$ cat src/rtl/trigger_gen.sv
// Multi-mode scope-trigger generator: prescaled stimulus counter, debounced switch qualification, fixed-width trig pulse.
// Optional build macro TRIG_AUTO_REARM_EN: HOLD re-enters ARMED instead of IDLE.
module trigger_gen #(
  parameter int NCH      = 5,
  parameter int PRESC    = 4,
  parameter int DEBOUNCE = 4,
  parameter int DELAY    = 1000,
  parameter int PULSE_W  = 4,
  parameter logic [NCH-1:0] MATCH = 'h15
) (
  input  logic           clk,
  input  logic           rst,
  input  logic           sw_in,
  input  logic           mode_btn,
  input  logic           arm,
  output logic [NCH-1:0] ch,
  output logic           trig,
  output logic           busy,
  output logic [1:0]     mode,
  output logic           rLed,
  output logic           gLed,
  output logic           bLed
);

  localparam int PSW = (PRESC > 1) ? $clog2(PRESC) : 1;
  localparam int DBW = $clog2(DEBOUNCE + 1);
  localparam int DLW = $clog2(DELAY + 1);
  localparam int PWW = $clog2(PULSE_W + 1);

  localparam logic [1:0] S_IDLE  = 2'd0;
  localparam logic [1:0] S_ARMED = 2'd1;
  localparam logic [1:0] S_FIRE  = 2'd2;
  localparam logic [1:0] S_HOLD  = 2'd3;

  // Conditioning lanes: index 0 is the trigger switch, index 1 the mode button.
  logic [1:0]     s1_q, s2_q, db_q, db_d, dbp_q;
  logic [DBW-1:0] dbc_q [2];
  logic [DBW-1:0] dbc_d [2];

  logic [PSW-1:0] presc_q, presc_d;
  logic [NCH-1:0] ch_q, ch_d;
  logic [1:0]     state_q, state_d;
  logic [1:0]     mode_q, mode_d;
  logic           seen_q, seen_d;
  logic [DLW-1:0] dly_q, dly_d;
  logic [PWW-1:0] pcnt_q, pcnt_d;
  logic           trig_q, trig_d;
  logic           busy_q, busy_d;
  logic [2:0]     led_q, led_d;

  logic sw_db, sw_rise, sw_fall, btn_rise, fire;

  always_comb begin
    for (int i = 0; i < 2; i++) begin
      db_d[i]  = db_q[i];
      dbc_d[i] = '0;
      if (s2_q[i] != db_q[i]) begin
        if (dbc_q[i] == DBW'(DEBOUNCE - 1)) db_d[i] = s2_q[i];
        else                               dbc_d[i] = dbc_q[i] + 1'b1;
      end
    end
  end

  assign sw_db    = db_q[0];
  assign sw_rise  = db_q[0] & ~dbp_q[0];
  assign sw_fall  = ~db_q[0] & dbp_q[0];
  assign btn_rise = db_q[1] & ~dbp_q[1];

  always_comb begin
    presc_d = presc_q + 1'b1;
    ch_d    = ch_q;
    if (presc_q == PSW'(PRESC - 1)) begin
      presc_d = '0;
      ch_d    = ch_q + 1'b1;
    end
  end

  always_comb begin
    case (mode_q)
      2'd0:    fire = seen_q & sw_fall;
      2'd1:    fire = sw_db & (ch_q == MATCH);
      2'd2:    fire = sw_db & (dly_q == DLW'(DELAY - 1));
      default: fire = sw_rise;
    endcase
  end

  always_comb begin
    state_d = state_q;
    mode_d  = mode_q;
    seen_d  = 1'b0;
    dly_d   = '0;
    pcnt_d  = '0;
    case (state_q)
      S_IDLE: begin
        if (btn_rise) mode_d = mode_q + 1'b1;
        if (arm)      state_d = S_ARMED;
      end
      S_ARMED: begin
        seen_d = seen_q | sw_rise;
        if (sw_db) dly_d = (dly_q == DLW'(DELAY)) ? dly_q : dly_q + 1'b1;
        if (fire)  state_d = S_FIRE;
      end
      S_FIRE: begin
        pcnt_d = pcnt_q + 1'b1;
        if (pcnt_q == PWW'(PULSE_W - 1)) begin
          pcnt_d  = '0;
          state_d = S_HOLD;
        end
      end
      default: begin
        if (!sw_db) begin
`ifdef TRIG_AUTO_REARM_EN
          state_d = S_ARMED;
`else
          state_d = S_IDLE;
`endif
        end
      end
    endcase
  end

  // Outputs are registered alongside the state so the probe header sees glitch-free levels.
  always_comb begin
    trig_d = (state_d == S_FIRE);
    busy_d = (state_d != S_IDLE);
    case (mode_d)
      2'd0:    led_d = 3'b100;
      2'd1:    led_d = 3'b010;
      2'd2:    led_d = 3'b001;
      default: led_d = 3'b111;
    endcase
    if (trig_d) led_d = 3'b000;
  end

  always_ff @(posedge clk or posedge rst) begin
    if (rst) begin
      s1_q    <= '0;
      s2_q    <= '0;
      db_q    <= '0;
      dbp_q   <= '0;
      dbc_q   <= '{default: '0};
      presc_q <= '0;
      ch_q    <= '0;
      state_q <= S_IDLE;
      mode_q  <= 2'd0;
      seen_q  <= 1'b0;
      dly_q   <= '0;
      pcnt_q  <= '0;
      trig_q  <= 1'b0;
      busy_q  <= 1'b0;
      led_q   <= 3'b100;
    end else begin
      s1_q    <= {mode_btn, sw_in};
      s2_q    <= s1_q;
      db_q    <= db_d;
      dbp_q   <= db_q;
      dbc_q   <= dbc_d;
      presc_q <= presc_d;
      ch_q    <= ch_d;
      state_q <= state_d;
      mode_q  <= mode_d;
      seen_q  <= seen_d;
      dly_q   <= dly_d;
      pcnt_q  <= pcnt_d;
      trig_q  <= trig_d;
      busy_q  <= busy_d;
      led_q   <= led_d;
    end
  end

  assign ch   = ch_q;
  assign trig = trig_q;
  assign busy = busy_q;
  assign mode = mode_q;
  assign rLed = led_q[2];
  assign gLed = led_q[1];
  assign bLed = led_q[0];

endmodule

$ cat config.mk
export PLATFORM = sky130hd
export DESIGN_NAME = trigger_gen
export DESIGN_NICKNAME = d
export VERILOG_FILES = /design/src/rtl/trigger_gen.sv
export SDC_FILE = /design/constraint.sdc
export NUM_CORES = 1
export LEC_CHECK = 0
export ABC_AREA = 1
export CAP_MARGIN = 5
export CORE_ASPECT_RATIO = 0.6
export CORE_MARGIN = 2
export CORE_UTILIZATION = 50
export CTS_CLUSTER_DIAMETER = 200
export DETAILED_ROUTE_END_ITERATION = 8
export PLACE_DENSITY = 0.73
export SYNTH_ARGS = -nofsm -noshare
export SYNTH_HDL_FRONTEND = slang
export SYNTH_SLANG_ARGS = --single-unit
$ cat constraint.sdc
create_clock -name clk -period 2.8 [get_ports clk]
set_input_delay 0.84 -clock clk [delete_from_list [all_inputs] [get_ports clk]]
set_output_delay 0.84 -clock clk [all_outputs]
set_load 0.01 [all_outputs]
Yosys cells after proc, flatten, opt, wreduce, memory -nomap -nowiden
Index checks and enable logic that the tools add are counted.
Widths: inputs -> output; s select.
- register bits: 44
- bits of input ports: 5
- output and inout bits: 12
- logic and storage cells: 78
- add/sub/neg operators: 7
- equal/unequal tests: 17
- multiplexer cells: 21
- bitwise operators: 10
- reductions and logical operators: 6
- operators with widths (operator ; number):
    $mux 10 ; 3
    $mux 3 ; 7
    $eq 10x10->1 const B ; 2
    $mux 2 ; 7
    $add 10x1->10 const B ; 1
    $eq 2x2->1 const B ; 5
    $add 3x1->3 const B ; 3
    $eq 3x2->1 const B ; 3
    $pmux 3 s3 ; 1
    $and 1x1->1 ; 6
    $eq 2x1->1 const B ; 3
    $logic_not 2->1 ; 3
    $pmux 2 s3 ; 1
    $add 5x1->5 const B ; 1
    $eq 5x5->1 const B ; 1
    $add 2x1->2 const B ; 2
    $reduce_and 2->1 ; 2
    $ne 3x3->1 const B ; 1
    $not 1->1 ; 3
    $pmux 1 s3 ; 1
    $ne 1x1->1 ; 2
    $reduce_bool 2->1 ; 1
    $mux 1 ; 1
    $or 1x1->1 ; 1

Logic depth before layout (Yosys ltp)
- word-level depth: 8
- mapped depth: 13
- depth with buffers taken out: 13

Worst setup path before layout
Ideal clock, no wire load.
- path kind: flip-flop to flip-flop
- start point: register mode_q[0], in the netlist mode[0]
- end point: register led_q[0]
- library setup time: 0.114 ns
- arrival time: 1.503 ns
- data required time: 2.686 ns
- path slack: 1.183 ns
- stages on the path, launching flop included: 9
- buffers on the path: 0
- clock period less this slack: 1.617 ns
- path through: dfrtp_1 inv_1 ha_1 nor2_1 a21oi_1 ha_1 or2_2 nand2_1 inv_1
- word-level cells in the longest chain between the ends: 6
- elaborated cells between the ends (all ways): 15
- classes of those cells: add/sub (1); eq/ne (5); mux (7); reduce/logical (2)
- ends and longest elaborated chain (what ; RTL line ; source):
    from (decl) ; 43 ; logic [1:0] mode_q, mode_d;
    from (signal assigned) ; 161 ; mode_q <= mode_d;
    $add 2x1->2 (*) ; 95 ; if (btn_rise) mode_d = mode_q + 1'b1;
    $mux 2 (*) ; 95 ;
    $mux 2 (*) ; 93 ; case (state_q)
    via mode_d[1] ; 43 ;
    $eq 2x2->1, or another cell as far along ; 126 ; case (mode_d)
    $pmux 3 s3 (*) ; 126 ;
    $mux 3 (*) ; 132 ; if (trig_d) led_d = 3'b000;
    via led_d[0] ; 49 ; logic [2:0] led_q, led_d;
    to (signal assigned) ; 167 ; led_q <= led_d;
    to (decl) ; 49 ;
Mark *: on every way through the listed nets, which the timed path passes. The rest lies on a longest branch.
A chain may end at the register's enable or synchronous reset.

Worst setup path in the final report
- start point: register led_q[2]
- end point: output port rLed
- RTL lines (what ; RTL line ; source):
    to (decl) ; 20 ; output logic rLed,
No word-level cell between the ends.

==> impl_metrics.tcl <==
set metrics [dict create \
    die_w_um 85.1 \
    max_freq_mhz 457 \
    ir_drop_v 0.000597 \
    yosys-top-cells-area "dfrtp_1 55%, ha_1 8.3%, inv_1 6.7%, nand2_1 6.1%, nor2_1 4.0%" \
    setup.worst_path.end_class "output port" \
    n_antenna_cell 0 \
    outcome "complete, no violations" \
    setup_tns_ns 0 \
    grt_pass1_vias 1195 \
    fin_nets 242 \
    drive_gt1_frac 0.0889 \
    yosys.cell_types.count 30 \
    via_count 1268 \
    cts-hold-fix-buffers 0 \
    setup_slack_ns 0.613 \
    postCtsSetupBuffers 0 \
    die_area_mm2 0.00448 \
    cpPeakStageDelay_ns 0.53 \
    drt_iter0_markers 37 \
    vias_per_cell 4.66 \
    wirelength_mm 3.18 \
    synth.most_common_cell "dfrtp_1" \
    grt_pass1_wl_mm 5.38 \
    synth_top_area_frac 0.546 \
    drc 0 \
    yosys_warnings 0 \
    switching_power_uw 693 \
    r2r_start "state_q[1]" \
    r2r_end "led_q[0]" \
    antenna_found_initial 0 \
    grt_start_max_net_pins 28 \
    max-slew-margin-rel 0.564 \
    seqPwrFrac 0.438 \
    synthFlopType "dfrtp_1" \
    synth_area_leader_cell "dfrtp_1" \
    syn_area_per_cell_um2 9.80 \
    pre_cts_slack_ns 0.813 \
    cts_buffers 5 \
    holdPathEnd "s2_q[0]" \
    design.core.area_mm2 0.00372 \
    ff2ff_path_depth 8 \
    grtUsageTotal 0.161 \
    cp_top_family "flip-flops" \
    tightest_slew_ns 0.649 \
    cp_max_fo 1 \
    ios 17 \
    maxCapViolCount 0 \
    hold_violations 0 \
    ant_nets 0 \
    synthCells 201 \
    worstPathRequired_ns 1.96 \
    period_share 0.781 \
    rsz0062_at_grt "false" \
    p_leak_nw 1.12 \
    hp-start "s1_q[0]" \
    critical_path_arrival_ns 1.35 \
    skew_ns 0.00801 \
    die_h_um 52.6 \
    wl_per_cell_um 11.7 \
    combPwrFrac 0.332 \
    drv_slew 0 \
    startpoint_type "flop" \
    io_buffer_count 16 \
    holdWs_ns 0.359 \
    h-tree-depth 2 \
    power_mw 2.04 \
    ys_top_cells_by_count "43 x dfrtp_1, 35 x inv_1, 32 x nand2_1, 21 x nor2_1, 13 x ha_1" \
    setup_viol 0 \
    grt_overflow_total 0 \
    ys_ff_latch 44 \
    synthArstFlopShare 1.00 \
    synth_edf_count 0 \
    internal_power_mw 1.35 \
    min_path_cells 0 \
    power_density_mw_per_mm2 881 \
    switching_share 0.340 \
    syn-num-nets 219 \
    clk_path_buf_depth 2 \
    path_clk_slew_ns 0.08 \
    area_growth_pct 17.4 \
    clk_latency_ns 0.29 \
    path_cells "clkdlybuf4s50_1" \
    cts_resized 0 \
    p_clk_frac 0.230 \
    synth_area_mm2 0.00197 \
    reg2reg_slack_ns 0.98 \
    cts.sink_count 44 \
    cts_tree "built" \
    seq_area_frac_synth 0.559 \
    crit_slowest_cell "dfstp_2" \
    min_period_ns 2.19 \
    drtPass1Iterations 4 \
    gp_congestion 0.773 \
    dp_hpwl_mm 2.31 \
    rows 17 \
    start_util 0.529 \
    critical_path_buf_inv_count 1 \
    root_buffer "clkbuf_8" \
    min_path_type "flop to flop" \
    critPathKind "flop to output port" \
]
## routing by layer
| layer | GRT usage | routed length (um) |
|---|---|---|
| met4 | 0.0635 | 39 |
| met5 | 0 | 0 |
| met3 | 0.0488 | 103 |
| met2 | 0.207 | 1190 |
| met1 | 0.246 | 1840 |
## per-stage QoR
step / instance area, um2 / instances / utilization
6_report: 2310 / 272 / 0.622
4_1_cts: 2310 / 272 / 0.622
3_3_place_gp: 2210 / 264 / 0.593
5_1_grt: 2310 / 272 / 0.622
3_5_place_dp: 2210 / 264 / 0.593
2_1_floorplan: 1970 / 201 / -
## worst max-delay path by stage
| stage | start | end | slack [ns] | cells after the start |
|---|---|---|---|---|
| 2_1_floorplan | rst | busy | 0.93 | 1 |
| 5_1_grt | led_q[2] | rLed | 0.58 | 1 |
| 6_report | led_q[2] | rLed | 0.61 | 1 |
| 4_1_cts | led_q[2] | rLed | 0.61 | 1 |
| 3_5_place_dp | arm | led_q[0] | 0.81 | 6 |
| 3_3_place_gp | arm | led_q[1] | 0.83 | 6 |
## power groups by stage
| stage | Combinational (mW) | Clock [mW] | Sequential (mW) |
|---|---|---|---|
| 4_1_cts | 0.686 | 0.479 | 0.893 |
| 3_3_place_gp | 0.658 | 0 | 0.902 |
| 6_report | 0.677 | 0.469 | 0.894 |
| 5_1_grt | 0.787 | 0.502 | 0.911 |
| 2_1_floorplan | 0.450 | 0 | 0.900 |
| 3_5_place_dp | 0.681 | 0 | 0.900 |
## sequential cells by signal, summed over array words and instances, names as in the netlist, 3 cells and up
name	cells
dly_q	10
dbc_q	6
ch	5
led_q	3
pcnt_q	3
## layout make-up
class / instances / area [um2]
clock buffers: 6 / 72.6
clock inverters: 2 / 35.0
fillers: 313 / 1410
inverters: 37 / 139
multi-input cells: 119 / 726
flip-flops and latches: 44 / 1100
well taps: 47 / 58.8
repair buffers: 17 / 180
## logic make-up (layout without fill, tap and decap cells)
kind of cell | Yosys count | count (layout) | synth area share
AO/OA/AOI/OAI | 19 | 19 | 0.0597
XOR/XNOR | 9 | 9 | 0.0400
adder cells (fa/ha/maj) | 13 | 13 | 0.0825
buffers and inverters | 38 | 62 | 0.0724
flip-flops | 44 | 44 | 0.559
multiplexers | 1 | 1 | 0.00571
AND/OR/NAND/NOR | 77 | 77 | 0.180
## cell usage in the layout, fill, tap and decap left out, types with 4 or more instances in the layout
cell type and count:
clkdlybuf4s50_1 16, dfrtp_1 43, inv_1 34, nor3_1 7, nand2_1 32, clkbuf_8 5, o21ai_0 5, ha_1 13
nor2_1 21, xnor2_1 5, a21oi_1 9, xor2_1 4
No activity file was read; power rests on OpenSTA's default activity.
==> RTL edit: new RTL, config.mk and constraints unchanged <==
`PRESC`: 4 -> 2.
--- a/src/rtl/trigger_gen.sv
+++ b/src/rtl/trigger_gen.sv
@@ -2,7 +2,7 @@
 // Optional build macro TRIG_AUTO_REARM_EN: HOLD re-enters ARMED instead of IDLE.
 module trigger_gen #(
   parameter int NCH      = 5,
-  parameter int PRESC    = 4,
+  parameter int PRESC    = 2,
   parameter int DEBOUNCE = 4,
   parameter int DELAY    = 1000,
   parameter int PULSE_W  = 4,
Function: changed (Yosys sat finds a counterexample within 4 cycles, from zero or initial values and one cycle with rst high).
==> RTL edit against the original RTL <==
Final cell count shrank 1.1%. Routed wire length up 2.3%. Final area is 2.4% lower. Power fell by 2.6%. Via count is 2.9% higher. Synthesized cell count is 2.0% lower. Worst setup slack gained 0.014 ns. Combinational power rose by 3.2%. Clock power fell by 14%. Area after synthesis down 1.5%. Sequential cell count fell by 1. Highest routed layer unchanged.
==> RTL edit: results (changes against the original RTL) <==
| Metric | Value |
|---|---|
| Rel. slew slack | `64.8% (+8.3 points)` |
| Worst vdd ir | `0.596 mV (-0.19%)` |
| Post_cts resized | `0 (unchanged)` |
| Met1 usage | `25.4% (+0.77 points)` |
| Most frequent cells after synthesis | `42 x dfrtp_1, 31 x nand2_1, 30 x inv_1, 13 x nor2_1, 12 x ha_1` |
| Dpl cell area | `2170 um2 (-1.8%)` |
| Initial antenna violation count | `0 (unchanged)` |
| Wirelength, routed | `3250 um (+2.3%)` |
| Place WS | `0.922 ns (+0.109 ns)` |
| First-pass GRT wire length | `5780 um (+7.4%)` |
| R2r setup slk | `0.97 ns` |
| Largest register FFs | `10 (unchanged)` |
| CP arrival | `1.33 ns (-0.02 ns)` |
| Hold Path Class | `flip-flop to flip-flop` |
| Syn Inst Count | `197 (-2.0%)` |
| Maximum fanout along the worst path | `1 (unchanged)` |
| Root Buffer | `clkbuf_8` |
| P_leak | `0.00106 uW (-5.6%)` |
| Final Cycle Share | `77.6% (-0.50 points)` |
| Gr usage total | `17.4% (+1.4 points)` |
| DR vias | `1,305 (+2.9%)` |
| Placed insts | `261 (-1.1%)` |
| Reg clk slew, reported paths | `0.08 ns (about the same)` |
| Synth warnings | `0 (unchanged)` |
| Largest net degree at the start of global routing | `44 (+57%)` |
| Nets@finish | `238 (-1.7%)` |
| Post-Synthesis Net Count | `214 (-2.3%)` |
| Final Wtd Congestion | `0.849 (+9.8%)` |
| Detailed Place HPWL | `2330 um (+0.58%)` |
| Fillers | `328 (+4.8%)` |
| Post-synthesis async set-or-reset flop share | `100% (unchanged)` |
| Iteration-0 DRC Markers | `58 (+57%)` |
| Crit path largest cell delay | `0.53 ns (about the same)` |
| Met2 usage | `24.1% (+3.4 points)` |
| Synth cell types | `29 (-3.3%)` |
| Max Slew Vio Count | `0 (unchanged)` |
| CP top delay family | `buffers and inverters` |
| Share of layout cells above drive strength 1 | `12.2% (+3.3 points)` |
| Finished Layout Cells | `269 (-1.1%)` |
| Hold Vio Cnt, Final | `0 (unchanged)` |
| Top post-synthesis cells by area | `dfrtp_1 54%, ha_1 7.7%, nand2_1 6.0%` |
| Total CTS buffers | `5 (unchanged)` |
| Most flop-heavy register | `dly_q` |
| Drt pass-1 iters | `4 (unchanged)` |
| Status | `finished clean` |
| Postcts setup bufs | `0 (unchanged)` |
| P_sw | `708 uW (+2.2%)` |
| Number of diodes | `0 (unchanged)` |
| Met3 track utilization from global routing | `5.20% (+0.31 points)` |
| Clock buffer depth | `2 (unchanged)` |
| CP max stage cell | `clkdlybuf4s50_1` |
| H-tree levels | `2 (unchanged)` |
| PortBufs | `16 (unchanged)` |
| Skew-Pair Late Insertion Delay | `0.29 ns (about the same)` |
| Setup Skew | `0.00913 ns (+0.00112 ns)` |
| Seq/Total Area, Yosys | `55.5% (-0.42 points)` |
## RTL edit: changes by cell type in the layout (fill, tap and decap cells not counted), moves of 2 or more
| cell | before | now |
|---|---|---|
| a21oi_1 | 9 | 11 |
| inv_1 | 34 | 30 |
| inv_2 | 2 | 5 |
| nand3_1 | 2 | 5 |
| nand3_2 | 1 | 3 |
| nand4_1 | 2 | 4 |
| nor2_1 | 21 | 13 |
| nor2_4 | 0 | 2 |
| nor3b_1 | 2 | 4 |
| nor4_1 | 2 | 0 |
| o21ai_0 | 5 | 3 |
| o21ai_1 | 0 | 3 |
## RTL edit: cells by family (layout without fill, tap and decap cells)
group	after synthesis	after routing	share of synthesized area [%]
AOI/OAI and AO/OA	20	20	5.80
muxes	1	1	0.580
xor gates and xnor gates	7	7	3.16
and+or+nand+nor	78	78	20.2
buffers and inverters	36	61	6.96
adders and majority gates	12	12	7.74
DFF	43	43	55.5
## RTL edit: final cells by class
class                      instances  area share [%]
clock buffer                       7            3.82
sequential                        43            47.7
timing repair buffer              17            7.42
inverter                          36            5.98
clock inverter                     1           0.222
tap                               47            2.60
multi-input combinational        118            32.2
## RTL edit: power groups by stage
| stage | combinational, uW | clock [uW] | sequential [uW] |
|---|---|---|---|
| 2_1_floorplan | 474 | 0 | 891 |
| 3_5_place_dp | 706 | 0 | 893 |
| 4_1_cts | 709 | 415 | 883 |
| 6_report | 699 | 403 | 883 |
| 3_3_place_gp | 687 | 0 | 892 |
| 5_1_grt | 819 | 432 | 903 |
## RTL edit: final timing paths
path	from	cells past startpoint	end
setup / recovery	led_q[2]	1	rLed
hold / removal	s1_q[0]	0	s2_q[0]
setup reg to reg	state_q[1]	8	led_q[0]
hold reg to reg	s1_q[0]	0	s2_q[0]
min in group asynchronous	rst	3	dbc_q[0]
max in group asynchronous	rst	3	ch[1]
## RTL edit: layer usage
| metal | routed length, um | vias to the layer above | part of all wire, % |
|---|---|---|---|
| li1 | - | 678 | - |
| met1 | 1780 | 598 | 55 |
| met2 | 1280 | 23 | 39 |
| met3 | 142 | 6 | 4.4 |
| met4 | 46 | 0 | 1.4 |
| met5 | 0 | - | 0 |
## RTL edit: per-stage QoR
step           hold WS (ns)  utilization [%]
2_1_floorplan         0.331                -
3_3_place_gp          0.332             58.6
3_5_place_dp          0.335             58.6
4_1_cts               0.357             61.0
5_1_grt               0.358             61.0
6_report              0.350             61.0
